## src/rtl/param_alu.sv

```systemverilog
// Parametrised handshaked ALU: single-cycle ADD/SUB/XOR/AND/OR/PASSB and an
// iterative shift-add unsigned MUL that is built only when ALU_MUL_EN is defined.
module param_alu #(
    parameter int WIDTH = 16
) (
    input  logic             clk,
    input  logic             rst,
    input  logic             start,
    input  logic [2:0]       op,
    input  logic             use_acc,
    input  logic [WIDTH-1:0] a,
    input  logic [WIDTH-1:0] b,
    output logic             busy,
    output logic             done,
    output logic             err,
    output logic [WIDTH-1:0] acc_out,
    output logic [WIDTH-1:0] mul_acc_out,
    output logic             carry,
    output logic             overflow,
    output logic             zero
);

    localparam logic [2:0] OP_ADD   = 3'b000;
    localparam logic [2:0] OP_SUB   = 3'b001;
    localparam logic [2:0] OP_XOR   = 3'b010;
    localparam logic [2:0] OP_AND   = 3'b011;
    localparam logic [2:0] OP_OR    = 3'b100;
    localparam logic [2:0] OP_PASSB = 3'b110;

    typedef enum logic [1:0] {IDLE, EXEC, MUL} state_t;

    state_t           state;
    logic [2:0]       op_q;
    logic [WIDTH-1:0] opa, opb;

    logic [WIDTH:0]   sum_add, sum_sub;
    logic [WIDTH-1:0] res;
    logic             res_c, res_v, res_ok;

    assign sum_add = {1'b0, opa} + {1'b0, opb};
    assign sum_sub = {1'b0, opa} + {1'b0, ~opb} + (WIDTH+1)'(1);

    always_comb begin
        res    = '0;
        res_c  = 1'b0;
        res_v  = 1'b0;
        res_ok = 1'b1;
        case (op_q)
            OP_ADD: begin
                res   = sum_add[WIDTH-1:0];
                res_c = sum_add[WIDTH];
                res_v = (opa[WIDTH-1] == opb[WIDTH-1]) && (res[WIDTH-1] != opa[WIDTH-1]);
            end
            OP_SUB: begin
                res   = sum_sub[WIDTH-1:0];
                res_c = sum_sub[WIDTH];
                res_v = (opa[WIDTH-1] != opb[WIDTH-1]) && (res[WIDTH-1] != opa[WIDTH-1]);
            end
            OP_XOR:   res = opa ^ opb;
            OP_AND:   res = opa & opb;
            OP_OR:    res = opa | opb;
            OP_PASSB: res = opb;
            default:  res_ok = 1'b0;
        endcase
    end

`ifdef ALU_MUL_EN
    localparam logic [2:0] OP_MUL = 3'b101;
    localparam int         CW     = (WIDTH > 1) ? $clog2(WIDTH) : 1;

    // prod holds {partial high, remaining multiplier bits}; it shifts right
    // once per iteration so prod[0] is always the current multiplier bit.
    logic [2*WIDTH-1:0] prod;
    logic [CW-1:0]      cnt;
    logic [WIDTH:0]     psum;

    assign psum = {1'b0, prod[2*WIDTH-1:WIDTH]} + (prod[0] ? {1'b0, opa} : '0);
`endif

    always_ff @(posedge clk or negedge rst) begin
        if (!rst) begin
            state       <= IDLE;
            op_q        <= '0;
            opa         <= '0;
            opb         <= '0;
            busy        <= 1'b0;
            done        <= 1'b0;
            err         <= 1'b0;
            acc_out     <= '0;
            mul_acc_out <= '0;
            carry       <= 1'b0;
            overflow    <= 1'b0;
            zero        <= 1'b0;
`ifdef ALU_MUL_EN
            prod        <= '0;
            cnt         <= '0;
`endif
        end else begin
            done <= 1'b0;
            err  <= 1'b0;
            case (state)
                IDLE: begin
                    if (start) begin
                        op_q <= op;
                        opa  <= use_acc ? acc_out : a;
                        opb  <= b;
                        busy <= 1'b1;
`ifdef ALU_MUL_EN
                        prod <= {{WIDTH{1'b0}}, b};
                        cnt  <= '0;
                        state <= (op == OP_MUL) ? MUL : EXEC;
`else
                        state <= EXEC;
`endif
                    end
                end
`ifdef ALU_MUL_EN
                MUL: begin
                    prod <= {psum, prod[WIDTH-1:1]};
                    cnt  <= cnt + CW'(1);
                    // Write-back happens in EXEC, giving WIDTH+1 busy cycles.
                    if (cnt == CW'(WIDTH-1))
                        state <= EXEC;
                end
`endif
                EXEC: begin
                    done  <= 1'b1;
                    busy  <= 1'b0;
                    state <= IDLE;
`ifdef ALU_MUL_EN
                    if (op_q == OP_MUL) begin
                        {mul_acc_out, acc_out} <= prod;
                        carry    <= 1'b0;
                        overflow <= 1'b0;
                        zero     <= (prod == '0);
                    end else
`endif
                    if (res_ok) begin
                        acc_out     <= res;
                        mul_acc_out <= '0;
                        carry       <= res_c;
                        overflow    <= res_v;
                        zero        <= (res == '0);
                    end else begin
                        err <= 1'b1;
                    end
                end
                default: state <= IDLE;
            endcase
        end
    end

endmodule

```

## config.mk

```make
export PLATFORM = sky130hd
export DESIGN_NAME = param_alu
export DESIGN_NICKNAME = d
export VERILOG_FILES = /design/src/rtl/param_alu.sv
export SDC_FILE = /design/constraint.sdc
export NUM_CORES = 1
export LEC_CHECK = 0
export ABC_AREA = 0
export BUFFER_PORTS_ARGS = -buffer_cell sky130_fd_sc_hd__buf_2
export CAP_MARGIN = 0
export CORE_MARGIN = 1
export CORE_UTILIZATION = 30
export CTS_CLUSTER_SIZE = 30
export DETAILED_ROUTE_END_ITERATION = 16
export GPL_TIMING_DRIVEN = 0
export PLACE_DENSITY_LB_ADDON = 0.2
export SLEW_MARGIN = 20
export SYNTH_ARGS = -nofsm -noshare
export SYNTH_HDL_FRONTEND = slang
export SYNTH_SLANG_ARGS = --single-unit
```

## constraint.sdc

```tcl
create_clock -name clk -period 3.1 [get_ports clk]
set_clock_uncertainty 0.15 [all_clocks]
set_input_delay 0.62 -clock clk [delete_from_list [all_inputs] [get_ports clk]]
set_output_delay 0.62 -clock clk [all_outputs]
set_load 0.005 [all_outputs]
```

==> flow_summary_export.csv <==
group,metric,value,unit
run_status,status,"finished with violations",
run_status,violations,"setup timing",
clocking,ctsHoldBuffers,0,
placement,place_area,0.00587,mm^2
pwr,p_switching,2030,uW
floorplan,die_area,0.0180,mm^2
floorplan,die_w,134,um
synthesis,synth_top_area_cell,"dfrtp_1",
placement,port_buffers,59,
critical_path,timing_worst_setup_path_type,"flip-flop to flip-flop",
sta,worstMarginPinSlew,0.949,ns
clocking,cts.sinks,57,
synthesis,synthArstFlopShare,100,%
placement,gp_congestion,0.905,
pwr,pwr-share-seq,23.6,%
floorplan,rows,47,
synthesis,yosysMostFrequentCell,"nand2_1",
placement,dp_hpwl,13200,um
sta,layout_setup_ws,-0.109,ns
sta,slew_headroom,36.7,%
sta,drv_slew,0,
synthesis,netlist_area,0.00524,mm^2
global_route,grt_pass1_vias,4805,
sta,period_share,104,%
floorplan,initial_core_util,31.2,%
route,vias_per_cell,5.37,
clocking,clockBufferDepth,2,
critical_path,cp_cell_sequence,"ha_4, fa_2, a211oi_4, o21ai_2, and2_4, mux2_4, a221oi_4, nand3_2, nor4_4, nand4_1, o22ai_1",
global_route,antenna_found_initial,0,
clocking,cts_tree,"done",
global_route,grt_use_total,20.8,%
pwr,netSwitchingFraction,42.7,%
floorplan,die_h,134,um
pwr,ir_drop,351,uV
clocking,cts_max_level,3,
route,antenna_left,0,
pwr,p_leak,0.00295,uW
global_route,grt_max_degree,58,
global_route,grt_overflow_total,0,
synthesis,synthTopCellsByCount,"nand2_1 (65), dfrtp_1 (57), nor2_1 (52)",
critical_path,slowest_stage,"dfrtp_1",
synthesis,synth.distinct_cells,82,
pwr,p_int,2720,uW
clocking,cts-root-buf,"clkbuf_16",
pwr,power.total,4750,uW
synthesis,ys_seq_elements,57,
sta,hold_viol,0,
route,routed_wl,18100,um
sta,max_freq,0.312,GHz
hold_path,min_path_type,"input pin to async pin",
critical_path,critPathArrivalTime,3.32,ns
final_layout,layout.nets,791,
synthesis,synth_top_cell_area_share,27.2,%
synthesis,synthFlopType,"dfrtp_1",
global_route,grt_pass1_wl,28000,um
critical_path,slowest_delay,0.43,ns
sta,rsz0062_at_grt,"yes",
critical_path,critPathCaptureType,"flip-flop",
clocking,insertion_delay,0.35,ns
pwr,clockPowerShare,23.8,%
final_layout,finalInstanceArea,0.00638,mm^2
final_layout,drive_above_1_share,24.5,%
sta,setup_violations,1,
clocking,clk_pin_slew,0.05,ns
critical_path,cp_max_fo,4,
job,drv_cap,0,
final_layout,area_delta_synth_final,21.7,%
route,vias,4969,
pwr,p_per_area,745,mW/mm^2
synthesis,synth-edff-count,0,
final_layout,antenna_cells,0,
clocking,numCtsBuffers,9,
synthesis,syn_avg_cell_area,8.52,um^2
route,wl_per_cell,19.5,um
route,firstDrtPassIters,5,
route,first_iter_violations,275,
synthesis,syn_inst,615,
final_layout,instances_no_fill,926,
floorplan,ios,77,
critical_path,crit_path_start_kind,"flip-flop",
synthesis,ys_top_cells_by_area,"dfrtp_1 (27%), ha_1 (11%), mux2i_1 (5.0%)",
synthesis,synth_seq_area_share,27.2,%
placement,dp.cells,909,
synthesis,ys_warn_count,0,
floorplan,core_area,0.0168,mm^2
pwr,p_comb_share,52.6,%
route,drc,0,
critical_path,worstPathRequired,3.21,ns
sta,min_period,3.21,ns
area by class of cell:
cell class	instances	area [um^2]
plain buffers	54	414
clock buffers	11	253
clock inverters	4	76.3
fillers	1771	10400
inverters	43	161
multi-input cells	476	3460
flip-flops and latches	57	1430
well taps	220	275
repair buffers	61	313
worst paths after layout:
kind | startpoint | endpoint | slack (ns) | depth (start not counted)
hold / removal | rst | opb[4]$_DFFE_PN0P_ | 0.21 | 1
min in group clk | b[10] | opb[10]$_DFFE_PN0P_ | 0.33 | 3
setup / recovery | opb[0]$_DFFE_PN0P_ | zero$_DFFE_PN0P_ | -0.11 | 11
setup reg to reg | opb[0]$_DFFE_PN0P_ | zero$_DFFE_PN0P_ | -0.11 | 11
hold reg to reg | busy$_DFFE_PN0P_ | done$_DFF_PN0_ | 0.35 | 0
max in group asynchronous | rst | opb[1]$_DFFE_PN0P_ | 2.04 | 1
repair_timing:
action                                  4_1_cts  5_1_grt
setup buffers                                 1        1
cloned                                        0        0
resized for setup                            20       13
endpoints found under the setup margin        5        7
pin swaps                                     6        2
cells by family after synthesis:
logic type	after synthesis	share of synthesized area, %
AO/OA/AOI/OAI	181	23.9
XOR/XNOR	8	1.34
adder cells (fa/ha/maj)	50	12.2
buffers and inverters	97	11.0
flip-flops	57	27.2
multiplexers	35	6.97
other	1	0.0715
AND/OR/NAND/NOR	186	17.4
through the flow:
step           util, %  hold slack, ns  setup slack [ns]  TNS, ns
5_1_grt           37.9           0.278            -0.232   -0.357
4_1_cts           37.6           0.239            -0.116   -0.116
2_1_floorplan        -           0.174             0.204        0
6_report          37.9           0.205            -0.109   -0.109
3_3_place_gp      34.9           0.311            -0.477    -1.05
3_5_place_dp      34.9           0.324            -0.506    -1.23
routing by layer:
| metal | up-vias | share of wire (%) | global-route usage (%) |
|---|---|---|---|
| met3 | 39 | 5.2 | 3.51 |
| met1 | 2446 | 45 | 27.6 |
| met2 | 167 | 46 | 32.9 |
| met4 | 0 | 3.7 | 9.93 |
| li1 | 2317 | - | - |
| met5 | - | 0 | 0 |
cell usage in the layout (no fill, tap or decap), types with 5 or more instances in the layout:
master,instances
buf_2,66
nand2_1,65
dfrtp_1,55
nor2_1,49
o21ai_0,48
ha_1,47
inv_1,42
a21oi_1,37
mux2i_1,26
buf_4,19
conb_1,16
clkbuf_8,13
clkbuf_1,12
a31oi_1,9
clkbuf_16,9
nand2b_1,8
nand3_1,8
mux2_2,8
nand4_1,7
xnor2_1,7
nor2b_1,6
a22o_1,6
or3_1,5
a2bb2oi_1,5
nor3_1,5
a21o_1,5
sequential cells by signal (all words and copies together) (netlist names):
register and count:
acc_out 16, opa 16, opb 16, op_q 3, busy 1, carry 1
done 1, err 1, overflow 1, zero 1
critical path: cells and delay by family, from the launching register on:
family / cells / cell delay [ns]
flip-flops: 1 / 0.43
multiplexers: 1 / 0.31
adder cells (fa/ha/maj): 2 / 0.58
AO/OA/AOI/OAI: 4 / 0.92
AND/OR/NAND/NOR: 4 / 0.74
power by group through the flow:
stage / clock (uW) / combinational, uW / sequential (uW)
floorplan: 0 / 1640 / 1090
global placement: 0 / 2260 / 1120
detailed placement: 0 / 2280 / 1130
CTS: 1160 / 2410 / 1120
global route: 1190 / 2730 / 1150
finish: 1130 / 2500 / 1120
No activity file was read; power rests on OpenSTA's default activity.
